==> src/rtl/fb_pkg.sv <==
// Shared framebuffer geometry, tile constants and tile_reader state encoding.
package fb_pkg;

  localparam int unsigned X_W = 8;
  localparam int unsigned Y_W = 7;
  localparam int unsigned C_W = 3;

  localparam int unsigned SCREEN_W = 160;
  localparam int unsigned SCREEN_H = 120;

  localparam int unsigned TILE_DIM    = 4;
  localparam int unsigned TILE_PIXELS = TILE_DIM * TILE_DIM;
  localparam int unsigned IDX_W       = 4;
  localparam int unsigned CNT_W       = 5;

  localparam logic [1:0] ST_IDLE  = 2'd0;
  localparam logic [1:0] ST_READ  = 2'd1;
  localparam logic [1:0] ST_DRAIN = 2'd2;
  localparam logic [1:0] ST_DONE  = 2'd3;

  typedef enum logic [1:0] {
    StIdle  = ST_IDLE,
    StRead  = ST_READ,
    StDrain = ST_DRAIN,
    StDone  = ST_DONE
  } state_e;

endpackage

==> src/rtl/tile_addr_counter.sv <==
// Pixel index within a 4x4 tile; x varies in idx[1:0], y in idx[3:2].
module tile_addr_counter
  import fb_pkg::*;
(
  input  logic             clock,
  input  logic             reset,
  input  logic             clear,
  input  logic             enable,
  output logic [IDX_W-1:0] idx,
  output logic             last
);

  logic [IDX_W-1:0] idx_q;

  always_ff @(posedge clock or posedge reset) begin
    if (reset) begin
      idx_q <= '0;
    end else if (clear) begin
      idx_q <= '0;
    end else if (enable) begin
      idx_q <= idx_q + IDX_W'(1);
    end
  end

  assign idx  = idx_q;
  assign last = (idx_q == IDX_W'(TILE_PIXELS - 1));

endmodule

==> src/rtl/tile_reader.sv <==
// Reads a 4x4 framebuffer tile, counts key-colour matches and detects uniformity.
// Optional per-colour histogram enabled by defining TILE_READER_HIST_EN.
module tile_reader #(
  parameter int unsigned X_W = fb_pkg::X_W,
  parameter int unsigned Y_W = fb_pkg::Y_W,
  parameter int unsigned C_W = fb_pkg::C_W
) (
  input  logic                   clock,
  input  logic                   reset,
  input  logic                   start,
  input  logic [X_W-1:0]         x_base,
  input  logic [Y_W-1:0]         y_base,
  input  logic [C_W-1:0]         key_colour,
  output logic                   rd_en,
  output logic [X_W-1:0]         rd_x,
  output logic [Y_W-1:0]         rd_y,
  input  logic [C_W-1:0]         rd_data,
  output logic                   busy,
  output logic                   done,
  output logic [fb_pkg::CNT_W-1:0] match_count,
  output logic                   uniform
`ifdef TILE_READER_HIST_EN
  ,
  input  logic [C_W-1:0]         hist_sel,
  output logic [fb_pkg::CNT_W-1:0] hist_count
`endif
);

  import fb_pkg::*;

  state_e           state_q, state_d;
  logic             accept, cnt_en, last;
  logic [IDX_W-1:0] idx;

  logic [X_W-1:0]   base_x_q;
  logic [Y_W-1:0]   base_y_q;
  logic [C_W-1:0]   key_q, ref_q;
  logic             ref_valid_q, valid_q, uniform_q;
  logic [CNT_W-1:0] match_q;

  always_comb begin
    state_d = state_q;
    accept  = 1'b0;
    cnt_en  = 1'b0;
    unique case (state_q)
      StIdle: begin
        if (start) begin
          state_d = StRead;
          accept  = 1'b1;
        end
      end
      StRead: begin
        if (last) state_d = StDrain;
        else      cnt_en  = 1'b1;
      end
      StDrain: state_d = StDone;
      StDone:  state_d = StIdle;
      default: state_d = StIdle;
    endcase
  end

  always_ff @(posedge clock or posedge reset) begin
    if (reset) state_q <= StIdle;
    else       state_q <= state_d;
  end

  // idx stays at 15 after the last issue so rd_x/rd_y hold outside READ.
  tile_addr_counter u_idx (
    .clock  (clock),
    .reset  (reset),
    .clear  (accept),
    .enable (cnt_en),
    .idx    (idx),
    .last   (last)
  );

  assign rd_en = (state_q == StRead);
  assign rd_x  = base_x_q + {{(X_W-2){1'b0}}, idx[1:0]};
  assign rd_y  = base_y_q + {{(Y_W-2){1'b0}}, idx[3:2]};
  assign busy  = (state_q != StIdle);
  assign done  = (state_q == StDone);

  always_ff @(posedge clock or posedge reset) begin
    if (reset) begin
      base_x_q <= '0;
      base_y_q <= '0;
      key_q    <= '0;
    end else if (accept) begin
      base_x_q <= x_base;
      base_y_q <= y_base;
      key_q    <= key_colour;
    end
  end

  // Read data returns one cycle after the strobe.
  always_ff @(posedge clock or posedge reset) begin
    if (reset) valid_q <= 1'b0;
    else       valid_q <= rd_en;
  end

  always_ff @(posedge clock or posedge reset) begin
    if (reset) begin
      match_q     <= '0;
      uniform_q   <= 1'b0;
      ref_q       <= '0;
      ref_valid_q <= 1'b0;
    end else if (accept) begin
      match_q     <= '0;
      uniform_q   <= 1'b1;
      ref_q       <= '0;
      ref_valid_q <= 1'b0;
    end else if (valid_q) begin
      if (rd_data == key_q) match_q <= match_q + CNT_W'(1);
      if (!ref_valid_q) begin
        ref_q       <= rd_data;
        ref_valid_q <= 1'b1;
      end else if (rd_data != ref_q) begin
        uniform_q <= 1'b0;
      end
    end
  end

  assign match_count = match_q;
  assign uniform     = uniform_q;

`ifdef TILE_READER_HIST_EN
  localparam int unsigned NBINS = 1 << C_W;

  logic [CNT_W-1:0] bins_q [NBINS];

  always_ff @(posedge clock or posedge reset) begin
    if (reset) begin
      for (int i = 0; i < NBINS; i++) bins_q[i] <= '0;
    end else if (accept) begin
      for (int i = 0; i < NBINS; i++) bins_q[i] <= '0;
    end else if (valid_q) begin
      bins_q[rd_data] <= bins_q[rd_data] + CNT_W'(1);
    end
  end

  assign hist_count = bins_q[hist_sel];
`endif

endmodule

==> config.mk <==
export PLATFORM = sky130hd
export DESIGN_NAME = tile_reader
export DESIGN_NICKNAME = d
export VERILOG_FILES = /design/src/rtl/fb_pkg.sv /design/src/rtl/tile_addr_counter.sv /design/src/rtl/tile_reader.sv
export SDC_FILE = /design/constraint.sdc
export NUM_CORES = 1
export LEC_CHECK = 0
export BUFFER_PORTS_ARGS = -buffer_cell sky130_fd_sc_hd__clkbuf_2
export CAP_MARGIN = 20
export CORE_ASPECT_RATIO = 0.75
export CORE_MARGIN = 3
export CORE_UTILIZATION = 45
export CTS_CLUSTER_DIAMETER = 50
export DETAILED_ROUTE_END_ITERATION = 7
export PLACE_DENSITY = 0.74
export REMOVE_ABC_BUFFERS = 1
export SLEW_MARGIN = 20
export SYNTH_ARGS = -nofsm -noshare
export SYNTH_HDL_FRONTEND = slang
export SYNTH_SLANG_ARGS = --single-unit
==> constraint.sdc <==
create_clock -name clock -period 2.3 [get_ports clock]
set_input_delay 0.575 -clock clock [delete_from_list [all_inputs] [get_ports clock]]
set_output_delay 0.575 -clock clock [all_outputs]
set_load 0.005 [all_outputs]
Yosys cells after proc, flatten, opt, wreduce, memory -nomap -nowiden
Index checks and enable logic that the tools add are counted.
{ "word_totals": {"ff_bits": 35, "input_bits": 24, "output_inout_bits": 24, "elab_cells": 55} }
{ "classes": {"n_addsub": 4, "eq_ne": 9, "mux": 21, "reduce_logical": 11} }
{ "ops": {"columns": ["operator", "count"], "rows": [
  ["$mux 5", 3],
  ["$reduce_bool 2->1", 6],
  ["$mux 1", 10],
  ["$mux 3", 3],
  ["$add 8x2->8", 1],
  ["$mux 4", 2],
  ["$pmux 2 s4", 1],
  ["$add 7x2->7", 1],
  ["$reduce_and 2->1", 3],
  ["$add 5x1->5 const B", 1],
  ["$add 4x1->4 const B", 1],
  ["$eq 2x2->1 const B", 2],
  ["$eq 4x4->1 const B", 1],
  ["$mux 2", 2],
  ["$ne 2x2->1 const B", 2],
  ["$eq 3x3->1", 1],
  ["$ne 3x3->1", 1],
  ["$reduce_and 3->1", 1],
  ["$eq 2x1->1 const B", 1],
  ["$logic_not 2->1", 1],
  ["$ne 2x1->1 const B", 1]
]} }

Longest topological paths before layout
Gate-level depths: netlist (run 1).
{ "depth": {"word_depth": 5, "depth_mapped": 7, "ltp_nobuf": 6} }

Cells and area by module
Synthesis (run 1) repeated with hierarchy kept, for this count alone.
{ "hier_totals": {"cells_unflattened": 203, "hier_area_um2": 1898.1} }
{ "by_module_without_submodules": {"columns": ["module", "instances", "cells_per_inst", "area_per_inst_um2", "seq_area_each_um2"], "rows": [
  ["tile_reader", 1, 185, 1695.4, 775.7],
  ["tile_addr_counter", 1, 18, 202.7, 100.1]
]} }

Least setup slack after synthesis (run 1)
No wires, ideal clock.
{ "synth_timing": {"path_type": "flip-flop to output port", "startpoint": "register u_idx.idx_q[0] (netlist: u_idx.idx[0])", "endpoint": "output rd_x[6]", "arrival_ps": 1405, "required_ps": 1725, "slack_ps": 320, "path_stages_with_launch": 6, "n_path_buf": 0, "path_cell_list": "dfrtp_1 > ha_1 > inv_1 > fa_1 > nor3_1 > xor2_1"} }
{ "synth_via": {"elab_chain_len": 1} }
{ "synth_rtl": {"columns": ["item", "line", "text"], "rows": [
  ["start, declared", "tile_addr_counter.sv:13", "logic [IDX_W-1:0] idx_q;"],
  ["start signal, assigned", "tile_addr_counter.sv:21", "idx_q <= idx_q + IDX_W'(1);"],
  ["$add 8x2->8", "tile_reader.sv:78", "assign rd_x = base_x_q + {{(X_W-2){1'b0}}, idx[1:0]};"],
  ["end, declared", "tile_reader.sv:15", "output logic [X_W-1:0] rd_x,"]
]} }
No other way between the ends.

Worst setup path after layout (run 1)
{ "layout_timing": {"startpoint": "register u_idx.idx_q[2] (netlist: u_idx.idx[2])", "endpoint": "output rd_y[6]"} }
{ "layout_via": {"elab_chain_len": 1} }
{ "layout_rtl": {"columns": ["item", "line", "text"], "rows": [
  ["$add 7x2->7", "tile_reader.sv:79", "assign rd_y = base_y_q + {{(Y_W-2){1'b0}}, idx[3:2]};"],
  ["end, declared", "tile_reader.sv:16", "output logic [Y_W-1:0] rd_y,"]
]} }
No other way between the ends.

==> results.md, run 1 <==
- Outcome: complete, but fails checks
- Failing checks: negative setup slack
- Top delay family on crit path: adder cells
- Core Region: 3830 µm²
- Sequential share of the synthesized area: 46.7%
- Pwr per Cell Area: 1230 nW/µm²
- Reg2Reg Capture Point: match_count[4]
- Tot Pwr: 0.00298 W
- Worst EP required: 1.73 ns
- RSZ-0062 raised after global routing: yes
- R2r setup slk: 0.71 ns
- Worst-margin pin slew: 0.492 ns
- Area occupied by multi-input gates: 980 µm²
- Die Width: 80.5 µm
- Yosys top cell area share: 46.7%
- Critical path class: flop to output port
- Clock-pin slew on the worst setup and hold paths: 0.07 ns
- Slowest library cell on the worst path: dfrtp_1
- Register area: 876 µm²
- Switch share: 38.1%
- CTS H-tree depth: 2
- Worst Skew: 0.00220 ns
- Number of diodes: 0
- Most common cell after layout, fill and taps aside: nand2_1
- Starting Density: 49.0%
- Total number of vias: 1,524
- Total wire length: 3830 µm
- Synth Flop Type: dfrtp_1
- CTS sink count: 35
- CTS buffer count: 5
- Switching pwr: 0.00113 W
- Pin count of the biggest net entering global routing: 36
- Router iterations before antenna repair: 4
- DR WL/cell: 12.1 µm
- GR Util All Layers: 16.8%
- Fmax: 418 MHz
- Synth top area cells: dfrtp_1 (47%), nand2_1 (13%), ha_1 (7.3%)
- Reg2reg path depth: 6
- Setup violators final: 3
- Fillers: 342
- Die area: 4990 µm²
- First-pass GRT wire length: 6200 µm
- Leak: 1.30 nW
- Post-route DRC: 0
- Via density: 4.84
- Critical path endpoint category: output port
- Insertion delay to the later sink of the worst-skew pair: 0.29 ns
- IR drop worst, VDD: 0.671 mV
- Max cap viols: 0
- Clk network pwr share: 19.2%
- Place WS: 0.119 ns
- Final slew viol count: 0
- Antenna-violating nets left: 0
- Detailed placer's ending HPWL: 2730 µm
- Area grow syn2layout: 28.8%
- Internal power: 0.00184 W
- Die Ht: 61.9 µm
- Final min period: 2.39 ns
- Async S/R FF share, synth: 100%
- Post-Synthesis Cells: 202
- Number of flops mapped to enable cells by yosys: 0
- Initial DRC Count: 63
- Leading cell types in the layout, fill and taps excluded: nand2_1 (63), clkbuf_2 (41), dfrtp_1 (35)
- Critical path's largest stage delay: 0.40 ns
- CTS tree: built
- Placer Congestion: 0.772
- Buf+Inv Stages, Crit Path: 2
- CP Data Arrival Time: 1.82 ns
- Reg2Reg Launch Point: state_q[0]
- Synth Cell Area: 1880 µm²
- FF+latch count, synth: 35
- Root buffer selected by CTS: clkbuf_8
- Number of I/O pins: 48
- Mean Syn Cell Area: 9.28 µm²
- Congestion Overflow GR: 0
- Port Buffers: 47
- HP Class: primary input to async pin
- Tcrit/Tclk final: 104%
- Max Fanout on Critical Path: 4
- Area leader, netlist: dfrtp_1
- # hold bufs at CTS: 0
- Final hold violations: 0
- Vias in the first global route: 1,408
- Row count: 19
- Antenna violations before repair: 0
- Yosys warns: 0
- Maximum buffer depth of the clock tree: 2
- Critical Path, Cell by Cell: ha_2, inv_2, fa_2, nor2_4, nand4_1, xnor2_1, buf_2
- Slew Limit Headroom: 67.1%
- Final nets: 299
- Sequential power share: 36.8%
- Comb power frac: 43.9%
- Share of cells above drive strength 1: 31.2%
- Count of distinct cell types in the synthesized netlist: 29
- Startpoint types: flop
- Final worst slack: -0.0936 ns
==> cells by family after synthesis <==
family	Yosys count	share of synthesized area (%)
xor gates and xnor gates	21	10.2
buffers and inverters	19	3.87
adders and majority gates	13	9.47
DFF	35	46.7
AOI/OAI and AO/OA	17	5.60
muxes	3	1.60
and+or+nand+nor	94	22.5
==> power groups by stage <==
stage,sequential (W),combinational (W),clock (W)
finish,0.00110,0.00131,0.000573
global placement,0.00110,0.00115,0
global route,0.00114,0.00152,0.000603
detailed placement,0.00112,0.00118,0
floorplan,0.00106,0.000769,0
CTS,0.00109,0.00123,0.000584
==> sequential cells by signal, summed over array words and instances, names as in the netlist <==
signal and flops:
match_count 5, state_q 2, ref_valid_q 1, u_idx.idx 4, uniform 1, ref_q 3, base_x_q 8, key_q 3
valid_q 1, base_y_q 7
==> timing repair <==
action / in CTS / in global routing
pin swaps: 0 / 10
endpoints found under the setup margin: 4 / 8
endpoints found under the hold margin: 0 / 0
buffers inserted: 3 / 5
gates resized for setup: 6 / 16
==> cell type report <==
class,instances,share of cell area [%]
multi-input cells,148,40.5
flip-flops and latches,35,36.3
repair buffers,59,13.6
clock buffers,6,3.42
well taps,52,2.69
inverters,13,2.02
clock inverters,2,1.45
==> through the flow <==
step / hold slack (ns) / TNS (ns) / instances / util, % / instance area, µm²
floorplan: 0.450 / 0 / 196 / - / 1850
global placement: 0.464 / 0 / 299 / 57.0 / 2180
detailed placement: 0.474 / 0 / 299 / 57.0 / 2180
CTS: 0.372 / -0.153 / 310 / 61.1 / 2340
global route: 0.404 / -0.610 / 315 / 63.1 / 2420
finish: 0.358 / -0.157 / 315 / 63.1 / 2420
==> worst max-delay path by stage <==
stage                 startpoint       to  slack, ns  cells past startpoint
CTS                 u_idx.idx[2]  rd_y[6]      -0.09                      7
global route        u_idx.idx[2]  rd_y[6]      -0.21                      7
global placement    u_idx.idx[2]  rd_y[6]       0.15                      7
detailed placement  u_idx.idx[0]  rd_x[6]       0.12                      6
floorplan           u_idx.idx[0]  rd_x[6]       0.32                      5
finish              u_idx.idx[2]  rd_y[6]      -0.09                      7
==> synth_stat cells, types with 2 or more instances <==
master and instances:
ha_1 11, dfrtp_1 35, clkbuf_1 5, nand3_1 4, nand2_1 63, xor2_1 10
mux2i_1 3, nor2_1 14, and3_1 4, nor3_1 2, nand4_1 2, a21oi_1 4
o21ai_0 7, xnor2_1 10, fa_1 2, inv_1 13
==> routing by layer <==
metal,up-vias,global-route usage [%],share of wire (%)
met4,0,7.95,1.8
met5,-,0,0
li1,767,-,-
met3,9,4.61,7.0
met1,698,21.7,47
met2,50,26.7,44
==> worst min-delay path, stage by stage <==
cell and delay (ns):
clkbuf_2 0.08, inv_1 0.04, buf_4 0.38
(Power assumes the default switching activity.)
==> inputs of run 2 (changes only) <==
CAP_MARGIN = unset   (was 20)
SETUP_SLACK_MARGIN = 0.02   (was unset)
SLEW_MARGIN = 10   (was 20)
==> results.md, run 2 (same netlist as run 1, synthesis figures left out) <==
- Startpoint types: flop
- Clock-pin slew on the worst setup and hold paths: 0.07 ns (about the same)
- Max Fanout on Critical Path: 4 (unchanged)
- Number of diodes: 0 (unchanged)
- Final nets: 301 (+0.67%)
- First-pass GRT wire length: 6200 µm (unchanged)
- CTS H-tree depth: 2 (unchanged)
- Critical path endpoint category: output port
- Die Width: 80.5 µm (unchanged)
- Core Region: 3830 µm² (unchanged)
- Largest Register: base_x_q
- Pin count of the biggest net entering global routing: 36 (unchanged)
- RSZ-0062 raised after global routing: yes
- Root buffer selected by CTS: clkbuf_8
- DR WL/cell: 12.1 µm (-0.29%)
- HP Class: primary input to async pin
- Starting Density: 49.0% (unchanged)
- Final min period: 2.40 ns (+0.00464 ns)
- Row count: 19 (unchanged)
- Total wire length: 3840 µm (+0.34%)
- Placer Congestion: 0.772 (unchanged)
- Leak: 1.31 nW (+0.86%)
- Area after DPL: 2180 µm² (unchanged)
- Port Buffers: 47 (unchanged)
- Total number of vias: 1,538 (+0.92%)
- Post-route DRC: 0 (unchanged)
- Final slew viol count: 0 (unchanged)
- Slew Limit Headroom: 66.7% (-0.36 points)
- Hold_ws: 0.359 ns (+0.000951 ns)
- Antenna violations before repair: 0 (unchanged)
- Pwr per Cell Area: 1230 nW/µm² (-0.33%)
- Setup violators final: 4 (+1)
- IR drop worst, VDD: 0.669 mV (-0.27%)
- Leading cell types in the layout, fill and taps excluded: nand2_1 (63), clkbuf_2 (41), dfrtp_1 (35), buf_4 (12)
- Failing checks: negative setup slack
- Worst EP required: 1.73 ns (about the same)
- Die area: 4990 µm² (unchanged)
- Via density: 4.85 (+0.28%)
- Vias in the first global route: 1,408 (unchanged)
- Worst-margin pin slew: 0.498 ns (+0.00542 ns)
- CTS buffer count: 5 (unchanged)
- Insertion delay to the later sink of the worst-skew pair: 0.29 ns (about the same)
- Fillers: 337 (-1.5%)
- Area grow syn2layout: 29.8%
- Cell area after layout: 2430 µm² (+0.78%)
- Reg2Reg Launch Point: state_q[0]
- Maximum buffer depth of the clock tree: 2 (unchanged)
- R2r setup slk: 0.71 ns (about the same)
- Final worst slack: -0.0982 ns (-0.00464 ns)
- Initial DRC Count: 64 (+1.6%)
- Worst Skew: 0.00222 ns (+0.0000185 ns)
- Most common cell after layout, fill and taps aside: nand2_1
- CTS sink count: 35 (unchanged)
- Outcome: complete, but fails checks
- Router iterations before antenna repair: 4 (unchanged)
- Max cap viols: 0 (unchanged)
- Die Ht: 61.9 µm (unchanged)
- Number of I/O pins: 48 (unchanged)
- Tot Pwr: 0.00299 W (+0.44%)
- CP Data Arrival Time: 1.82 ns (about the same)
- Fmax: 417 MHz (-0.19%)
- # hold bufs at CTS: 0 (unchanged)
- Number of flip-flops in the largest register: 8 (unchanged)
- Place WS: 0.119 ns (unchanged)
- GR Util All Layers: 16.8% (unchanged)
- Tcrit/Tclk final: 104% (+0.20 points)
- Congestion Overflow GR: 0 (unchanged)
- Reg2Reg Capture Point: match_count[4]
- CTS tree: built
- Final hold violations: 0 (unchanged)
- Detailed placer's ending HPWL: 2730 µm (unchanged)
- Antenna-violating nets left: 0 (unchanged)
- Share of cells above drive strength 1: 31.7% (+0.52 points)
- Critical path class: flop to output port
- Reg2reg path depth: 6 (unchanged)
[run 2: per-layer routing]
metal  vias to the layer above  GRT usage (%)  part of all wire [%]
li1                        770              -                     -
met1                       714           21.7                    47
met2                        48           26.7                    45
met3                         6           4.61                   6.7
met4                         0           7.95                   1.1
met5                         -              0                     0
[run 2: where the power goes]
part           switching, W  internal (W)
clock network      0.000222      0.000351
logic              0.000689      0.000630
registers          0.000226      0.000874
total               0.00114       0.00186
[run 2: cell type report]
cell class	instances	area [µm²]	share of cell area, %
multi-input cells	148	980	40.2
well taps	52	65.1	2.67
flip-flops and latches	35	876	36.0
clock buffers	6	82.6	3.39
repair buffers	61	348	14.3
inverters	13	48.8	2.00
clock inverters	2	35.0	1.44
[run 2: critical path, cell delays in order, from the launching register on]
cell and delay, ns:
dfrtp_1 0.41, ha_2 0.21, inv_2 0.04, fa_2 0.36
nor2_4 0.11, nand4_1 0.12, xnor2_1 0.17, buf_2 0.13
[run 2: through the flow]
step           instances  TNS [ns]  util [%]
3_5_place_dp         299         0      57.0
6_report             317    -0.232      63.6
5_1_grt              317    -0.700      63.6
4_1_cts              310    -0.153      61.1
3_3_place_gp         299         0      57.0
2_1_floorplan        196         0         -
[run 2: what timing repair did]
item                       4_1_cts  5_1_grt
setup endpoints to repair        4        9
buffers inserted                 3        7
resized for setup                6       17
gates cloned                     0        0
pin swaps                        0       10
[run 2: worst max path at each step]
stage | to | start | slack [ns] | cells past startpoint
detailed placement | rd_x[6] | u_idx.idx[0] | 0.12 | 6
global placement | rd_y[6] | u_idx.idx[2] | 0.15 | 7
floorplan | rd_x[6] | u_idx.idx[0] | 0.32 | 5
global route | rd_y[6] | u_idx.idx[2] | -0.20 | 7
CTS | rd_y[6] | u_idx.idx[2] | -0.09 | 7
finish | rd_y[6] | u_idx.idx[2] | -0.1 | 7
==> inputs of run 3 (changes only) <==
PLACE_DENSITY = 0.7   (was 0.74)
==> results.md, run 3 (same netlist as run 1, synthesis figures left out) <==
- Slew Limit Headroom: 67.6% (+0.85 points)
- Congestion Overflow GR: 0 (unchanged)
- CP Data Arrival Time: 1.71 ns (-0.11 ns)
- Fmax: 437 MHz (+4.8%)
- Post-route DRC: 0 (unchanged)
- Number of I/O pins: 48 (unchanged)
- Starting Density: 49.0% (unchanged)
- Critical path endpoint category: output port
- CTS H-tree depth: 2 (unchanged)
- Largest Register: base_x_q
- Layout Utilization: 61.4% (-2.2 points)
- Die area: 4990 µm² (unchanged)
- Leading cell types in the layout, fill and taps excluded: nand2_1 (63), clkbuf_2 (41), dfrtp_1 (34), nor2_1 (12), inv_1 (11)
- Final hold violations: 0 (unchanged)
- Root buffer selected by CTS: clkbuf_8
- Leak: 1.27 nW (-3.6%)
- Initial DRC Count: 63 (-1.6%)
- Antenna-violating nets left: 0 (unchanged)
- Fillers: 332 (-1.5%)
- Placer Congestion: 0.781 (+1.2%)
- # hold bufs at CTS: 0 (unchanged)
- Setup violators final: 0 (-4)
- GR Util All Layers: 17.5% (+0.74 points)
- First-pass GRT wire length: 6670 µm (+7.4%)
- Vias in the first global route: 1,534 (+8.9%)
- Insertion delay to the later sink of the worst-skew pair: 0.27 ns (-0.02 ns)
- Port Buffers: 47 (unchanged)
- Detailed placer's ending HPWL: 2810 µm (+3.0%)
- Via density: 4.74 (-2.4%)
- Share of cells above drive strength 1: 29.7% (-2.0 points)
- Pin count of the biggest net entering global routing: 36 (unchanged)
- Die Width: 80.5 µm (unchanged)
- Worst EP required: 1.73 ns (about the same)
- CTS tree: built
- Critical path class: flop to output port
- Maximum buffer depth of the clock tree: 2 (unchanged)
- CTS buffer count: 5 (unchanged)
- HP Class: primary input to async pin
- Reg2reg path depth: 5 (-1)
- Final min period: 2.29 ns (-0.109 ns)
- Area grow syn2layout: 25.3%
- Worst-margin pin slew: 0.486 ns (-0.0115 ns)
- Max cap viols: 0 (unchanged)
- Tcrit/Tclk final: 99.5% (-4.7 points)
- DR WL/cell: 12.1 µm (about the same)
- Row count: 19 (unchanged)
- Clock-pin slew on the worst setup and hold paths: 0.06 ns (about the same)
- Core Region: 3830 µm² (unchanged)
- Total wire length: 3770 µm (-1.9%)
- Total number of vias: 1,473 (-4.2%)
- Most common cell after layout, fill and taps aside: nand2_1
- Tot Pwr: 0.00277 W (-7.3%)
- IR drop worst, VDD: 0.662 mV (-0.96%)
- Outcome: finished, final reports clean
- CTS sink count: 35 (unchanged)
- Startpoint types: flop
- Worst Skew: 0.00366 ns (+0.00144 ns)
- Antenna violations before repair: 0 (unchanged)
- Router iterations before antenna repair: 4 (unchanged)
- Pwr per Cell Area: 1180 nW/µm² (-4.0%)
- Max Fanout on Critical Path: 2 (-2)
- RSZ-0062 raised after global routing: yes
- Die Ht: 61.9 µm (unchanged)
- Final slew viol count: 0 (unchanged)
- Number of diodes: 0 (unchanged)
- Number of flip-flops in the largest register: 8 (unchanged)
- Final nets: 297 (-1.3%)
run 3: worst paths after layout:
check,start,to,slack [ns]
setup / recovery,base_y_q[0],rd_y[6],0.01
hold / removal,reset,base_x_q[2],0.37
setup reg to reg,state_q[0],base_x_q[1],0.66
hold reg to reg,uniform,uniform,0.48
max in group asynchronous,reset,u_idx.idx[1],1.60
min in group clock,uniform,uniform,0.48
run 3: worst max-delay path, cell delays in order, from the launching register on:
cell and delay [ns]:
dfrtp_1 0.35, ha_2 0.19, inv_2 0.04, fa_2 0.34, nor2_2 0.12, nand4_1 0.13, xnor2_1 0.15, buf_2 0.13
run 3: area by class of cell:
class / instances / area [µm²] / area share (%)
Sequential cell: 35 / 877 / 37.3
Timing Repair Buffer: 57 / 323 / 13.7
Clock buffer: 6 / 72.6 / 3.09
Tap cell: 52 / 65.1 / 2.77
Inverter: 13 / 48.8 / 2.08
Multi-Input combinational cell: 148 / 965 / 41.0
run 3: timing repair:
| item | in CTS | in global routing |
|---|---|---|
| endpoints found under the setup margin | 4 | 6 |
| pin swaps | 1 | 4 |
| setup buffers | 3 | 2 |
| gates resized for setup | 6 | 13 |
run 3: layer usage:
| metal | global-route usage, % | vias to the layer above | part of all wire (%) |
|---|---|---|---|
| met5 | 0 | - | 0 |
| met4 | 4.58 | 0 | 0.66 |
| li1 | - | 757 | - |
| met3 | 5.19 | 4 | 6.0 |
| met1 | 22.4 | 674 | 48 |
| met2 | 29.6 | 38 | 46 |
run 3: per-stage QoR:
stage	setup TNS, ns	instances	worst slack [ns]	hold slack (ns)	instance area [µm²]
after CTS	-0.000780	309	-0.000780	0.380	2310
after detailed placement	0	300	0.143	0.478	2200
after global placement	0	300	0.172	0.460	2200
after global routing	-0.224	311	-0.0738	0.413	2350
after floorplan	0	196	0.320	0.450	1850
final	0	311	0.0110	0.367	2350
run 3: power breakdown:
group	leakage, nW	switching (W)	internal, W
logic	0.785	0.000685	0.000607
registers	0.444	0.000217	0.000876
clock network	0.0371	0.000187	0.000201
total	1.27	0.00109	0.00168
